[src/rtl/rr_mux2_arbiter.sv]
// Two-channel round-robin arbiter feeding a single registered output slot.
// It drives the 2:1 mux select and keeps per-channel accepted-word counters.
module rr_mux2_arbiter #(
    parameter int WIDTH = 8,
    parameter int CNT_W = 8
) (
    input  logic             clk,
    input  logic             rst_n,
    input  logic             in0_valid,
    input  logic [WIDTH-1:0] in0_data,
    output logic             in0_ready,
    input  logic             in1_valid,
    input  logic [WIDTH-1:0] in1_data,
    output logic             in1_ready,
    output logic             sel,
    output logic             out_valid,
    output logic [WIDTH-1:0] out_data,
    output logic             out_src,
    input  logic             out_ready,
    output logic [CNT_W-1:0] cnt0,
    output logic [CNT_W-1:0] cnt1
);

    logic last;      // channel of the most recent transfer; 1 out of reset so channel 0 wins the first tie
    logic idle_sel;  // select value shown while nobody requests; 0 until the first transfer
    logic load;
    logic gnt_vld;
    logic gnt;
    logic xfer;

    assign load = ~out_valid | out_ready;

    always_comb begin
        gnt_vld = in0_valid | in1_valid;
        gnt     = 1'b0;
        if (in0_valid && in1_valid) gnt = ~last;
        else if (in1_valid)         gnt = 1'b1;
    end

    // Combinational outputs are forced low while reset is asserted.
    assign sel       = rst_n & (gnt_vld ? gnt : idle_sel);
    assign in0_ready = rst_n & load & gnt_vld & ~gnt & in0_valid;
    assign in1_ready = rst_n & load & gnt_vld &  gnt & in1_valid;
    assign xfer      = in0_ready | in1_ready;

    always_ff @(posedge clk or negedge rst_n) begin
        if (!rst_n) begin
            out_valid <= 1'b0;
            out_data  <= '0;
            out_src   <= 1'b0;
            last      <= 1'b1;
            idle_sel  <= 1'b0;
        end else if (load) begin
            out_valid <= xfer;
            if (xfer) begin
                out_data <= gnt ? in1_data : in0_data;
                out_src  <= gnt;
                last     <= gnt;
                idle_sel <= gnt;
            end
        end
    end

    always_ff @(posedge clk or negedge rst_n) begin
        if (!rst_n) begin
            cnt0 <= '0;
            cnt1 <= '0;
        end else begin
            if (in0_ready) cnt0 <= cnt0 + 1'b1;
            if (in1_ready) cnt1 <= cnt1 + 1'b1;
        end
    end

endmodule

[config.mk]
export PLATFORM = sky130hd
export DESIGN_NAME = rr_mux2_arbiter
export DESIGN_NICKNAME = d
export VERILOG_FILES = /design/src/rtl/rr_mux2_arbiter.sv
export SDC_FILE = /design/constraint.sdc
export NUM_CORES = 1
export LEC_CHECK = 0
export BUFFER_PORTS_ARGS = -buffer_cell sky130_fd_sc_hd__buf_2
export CAP_MARGIN = 20
export CORE_MARGIN = 5
export CORE_UTILIZATION = 49
export CTS_BUF_LIST = sky130_fd_sc_hd__clkbuf_8
export CTS_CLUSTER_SIZE = 12
export DETAILED_ROUTE_END_ITERATION = 7
export PLACE_DENSITY = 0.81
export RECOVER_POWER = 25
export SLEW_MARGIN = 20
export SYNTH_ARGS = -nofsm -noshare
export SYNTH_HDL_FRONTEND = slang
export SYNTH_SLANG_ARGS = --single-unit
[constraint.sdc]
create_clock -name clk -period 1.8 [get_ports clk]
set_input_delay 0.45 -clock clk [delete_from_list [all_inputs] [get_ports clk]]
set_output_delay 0.45 -clock clk [all_outputs]
set_load 0.1 [all_outputs]
* After elaboration in Yosys (flattened, before gate mapping)
Cells that the tools add are included.
** Storage, ports and cells
- Bits in writable memories :: 0
- Word-level logic and storage cells :: 27
- ROM bits :: 0
- Flip-flop bits (word level) :: 27
- Input bits :: 21
- Bits in latches :: 0
- Memories kept :: 0
- Output and inout bits :: 29
** Operators by class
- Bitwise gates (word level) :: 13
- Eq/ne operators :: 0
- Div/mod/pow operators :: 0
- Multiply operators :: 0
- Reduce and logical (&&, ||, !) cells :: 2
- Shift operators :: 0
- Multiplexer cells :: 4
- $add $sub $neg :: 2
- Order comparisons :: 0
** Operator list (number)
- adder 8 x 1 -> 8 bit (second input constant) :: 2
- 2-to-1 mux 8 bit :: 1
- AND 1 bit :: 7
- 2-to-1 mux 1 bit :: 3
- NOT 1 bit :: 3
- bitwise OR 1 bit :: 3
- AND reduction 2 bit :: 1
- logical AND 1 bit :: 1

* Logic depth before layout (Yosys ltp)
- Word-level depth :: 8
- Gate-level depth with buffers :: 5
- Mapped depth without buffers :: 5

* Worst setup path after synthesis
OpenSTA, ideal clock, no wires.
- Path kind :: flip-flop to output port
- From :: reg, netlist name out_src
- To :: out sel
- Data required time :: 1.350 ns
- Data arrival time :: 2.542 ns
- Buffers on the path :: 0
- Stages on the path, launching flop included :: 3
- Path slack :: -1.192 ns
- Cells stage by stage :: dfrtp_1 > nand2b_1 > a21oi_1
** RTL lines
- end, declared :: RTL line 15 : output logic sel,

* Final worst setup path
- From :: reg out_valid
- To :: out in1_ready
** On the way
- Cells in the longest elaborated chain, start to end :: 6
** RTL lines
- start, declared :: RTL line 16 : output logic out_valid,
- start signal, assigned :: RTL line 54 : out_valid <= xfer;
- NOT 1 bit :: RTL line 31 : assign load = ~out_valid | out_ready;
- bitwise OR 1 bit :: RTL line 31
- AND 1 bit (4 in series) :: RTL line 43 : assign in1_ready = rst_n & load & gnt_vld & gnt & in1_valid;
- end, declared :: RTL line 14 : output logic in1_ready,
Every way passes these cells.

==> flow_metrics.tcl <==
set metrics [dict create \
    yosysWarnings 0 \
    end_kind "output port" \
    track_usage_pct 19.3 \
    slew_viol_final 0 \
    crit_type "reg -> out" \
    grt_pass1_wl_um 5120 \
    syn2layout_area_growth_pct 44.1 \
    r2r-start "last$_DFFE_PN1P_" \
    cts_root_buf "clkbuf_8" \
    hold_ws_ns 0.333 \
    core.rowCount 18 \
    hold_path_class "in -> async" \
    cts_tree "done" \
    rsz0062_at_grt "true" \
    relSlewSlack_pct 59.6 \
    ys_top_cells_by_area "dfrtp_1, xnor2_1, nand4_1" \
    cts_made_buffers 3 \
    drtAntennaViolNets 0 \
    die_h_um 59.5 \
    grt_overflow 0 \
    path_clk_slew_ns 0.09 \
    synth-edff-count 0 \
    async_reset_ff_share_pct 100 \
    cap_violations 0 \
    htreeDepth 1 \
    grt_busiest_layer "met2" \
    use_met2_pct 32.0 \
    antenna_found_initial 0 \
    critPathArrivalTime_ns 1.34 \
    wl_per_cell_um 14.9 \
    grtUsageMet1_pct 23.8 \
    fmax_mhz 558 \
    drtIter0Drc 27 \
    critPathLaunchType "register" \
    ios 50 \
    syn_area_sq_mm 0.00120 \
    fin_crit_sh_pct 99.5 \
    leakage_uw 0.000843 \
    dr.pass1.iters 4 \
    clk_latency_ns 0.27 \
    port_buffers 49 \
    synth.most_common_cell "dfrtp_1" \
    dp_hpwl_um 2370 \
    tightest_slew_ns 0.605 \
    drive_above_1_share_pct 43.7 \
    yosys_register_bits 27 \
    die_w_um 59.5 \
    worstReg2RegEnd "cnt0[7]$_DFFE_PN0P_" \
    initial_core_util_pct 49.7 \
    synth_nets 131 \
    ys_seq_area_share_pct 56.5 \
    nNetsFinal 198 \
    clock_sinks 27 \
    yosys.area.top_type "dfrtp_1" \
    cts_buffer_depth 2 \
    yosysUniqueCellTypes 23 \
    synthCells 108 \
    finalSetupViolCount 0 \
    ir_drop_mv 1.76 \
    fin_tns_setup_ns 0 \
    reg2reg_slack_ns 0.11 \
    ys.flop_type "dfrtp_1" \
    grt_pass1_vias 1175 \
    place_congestion 0.749 \
    status "completed" \
    final-seq-area_sq_um 683 \
    viasPerCell 5.38 \
    use_met3_pct 3.49 \
    syn_avg_cell_area_sq_um 11.1 \
    cp.required_ns 1.35 \
    num_vias 1097 \
    cp_max_fo 2 \
    p_per_area_mw_per_mm2 1740 \
    fin_skew_ns 0.00727 \
    yosys-top-cells-count "dfrtp_1, nor2_1, xnor2_1" \
    antenna_cells 0 \
    fillCellCount 182 \
    die_area_sq_mm 0.00354 \
    grt_max_degree 15 \
    synth_top_area_share_pct 54.3 \
    wirelength_um 3050 \
    period_needed_ns 1.79 \
    core_sq_mm 0.00241 \
    multi_input_area_sq_um 567 \
    drc_errors 0 \
    r2r_cells 5 \
    hold_viol 0 \
    p_total_uw 3010 \
]
sequential cells by signal, summed over array words and instances, names as in the netlist:
register   count
cnt0           8
cnt1           8
out_data       8
last           1
out_src        1
out_valid      1
critical path: stages (launching register included):
cell     delay [ns]
dfrtp_4        0.48
nor2b_4        0.15
nor3_4         0.23
buf_12         0.21
logic make-up after synthesis:
logic type	synth area share [%]
multiplexers	1.88
flip-flops	56.5
adder cells (fa/ha/maj)	2.09
AND/OR/NAND/NOR	17.2
buffers and inverters	1.57
XOR/XNOR	10.2
AO/OA/AOI/OAI	10.5
report_power, final:
group | internal [uW] | switching (uW) | total (uW) | leakage [uW]
Sequential | 770 | 173 | 944 | 0.000320
Clock | 152 | 174 | 327 | 0.0000269
Combinational | 342 | 1400 | 1740 | 0.000496
worst max path at each step:
stage / startpoint / end / slack [ns] / cells past startpoint
6_report: out_valid$_DFFE_PN0N_ / in1_ready / 0.009 / 3
5_1_grt: out_valid$_DFFE_PN0N_ / in1_ready / -0.04 / 3
4_1_cts: out_valid$_DFFE_PN0N_ / in1_ready / 0.004 / 3
3_5_place_dp: in1_valid / in1_ready / 0.05 / 4
3_3_place_gp: in0_valid / in1_ready / 0.07 / 4
2_1_floorplan: in1_valid / cnt1[3]$_DFFE_PN0P_ / -0.48 / 5
final cells by class:
| cell class | instances | share of cell area [%] |
|---|---|---|
| flip-flops and latches | 27 | 39.6 |
| multi-input cells | 78 | 32.8 |
| repair buffers | 63 | 22.4 |
| clock buffers | 3 | 2.39 |
| well taps | 30 | 2.17 |
| inverters | 2 | 0.435 |
| clock inverters | 1 | 0.217 |
through the flow:
step / instance area, sq um / utilization, % / instances / worst slack [ns]
2_1_floorplan: 1260 / - / 108 / -0.481
5_1_grt: 1730 / 71.7 / 204 / -0.0446
4_1_cts: 1740 / 72.1 / 204 / 0.00357
3_3_place_gp: 1640 / 68.1 / 195 / 0.0661
6_report: 1730 / 71.7 / 204 / 0.00875
3_5_place_dp: 1640 / 68.1 / 195 / 0.0529
repair_timing:
item / in CTS / in global routing
cloned: 0 / 0
endpoints found under the hold margin: 3 / 0
gates resized for setup: 2 / 2
pin swaps: 2 / 1
buffers inserted: 4 / 0
setup endpoints to repair: 2 / 3
hold buffers: 1 / 0
placed cells by master, fill, tap and decap left out, types with 3 or more instances in the layout:
| master | n |
|---|---|
| nand4_1 | 9 |
| buf_12 | 3 |
| o22ai_1 | 8 |
| clkbuf_1 | 4 |
| nand2_1 | 5 |
| nor2_1 | 12 |
| clkbuf_8 | 3 |
| buf_2 | 46 |
| a21oi_1 | 8 |
| xnor2_1 | 10 |
| inv_1 | 3 |
| xor2_1 | 4 |
| dfrtp_1 | 23 |
| buf_4 | 8 |
per-layer routing:
metal / up-vias / wire length, um
li1: 520 / -
met1: 542 / 1220
met2: 27 / 1590
met3: 8 / 160
met4: 0 / 75
met5: - / 0
Power figures use the tool's default switching activity.
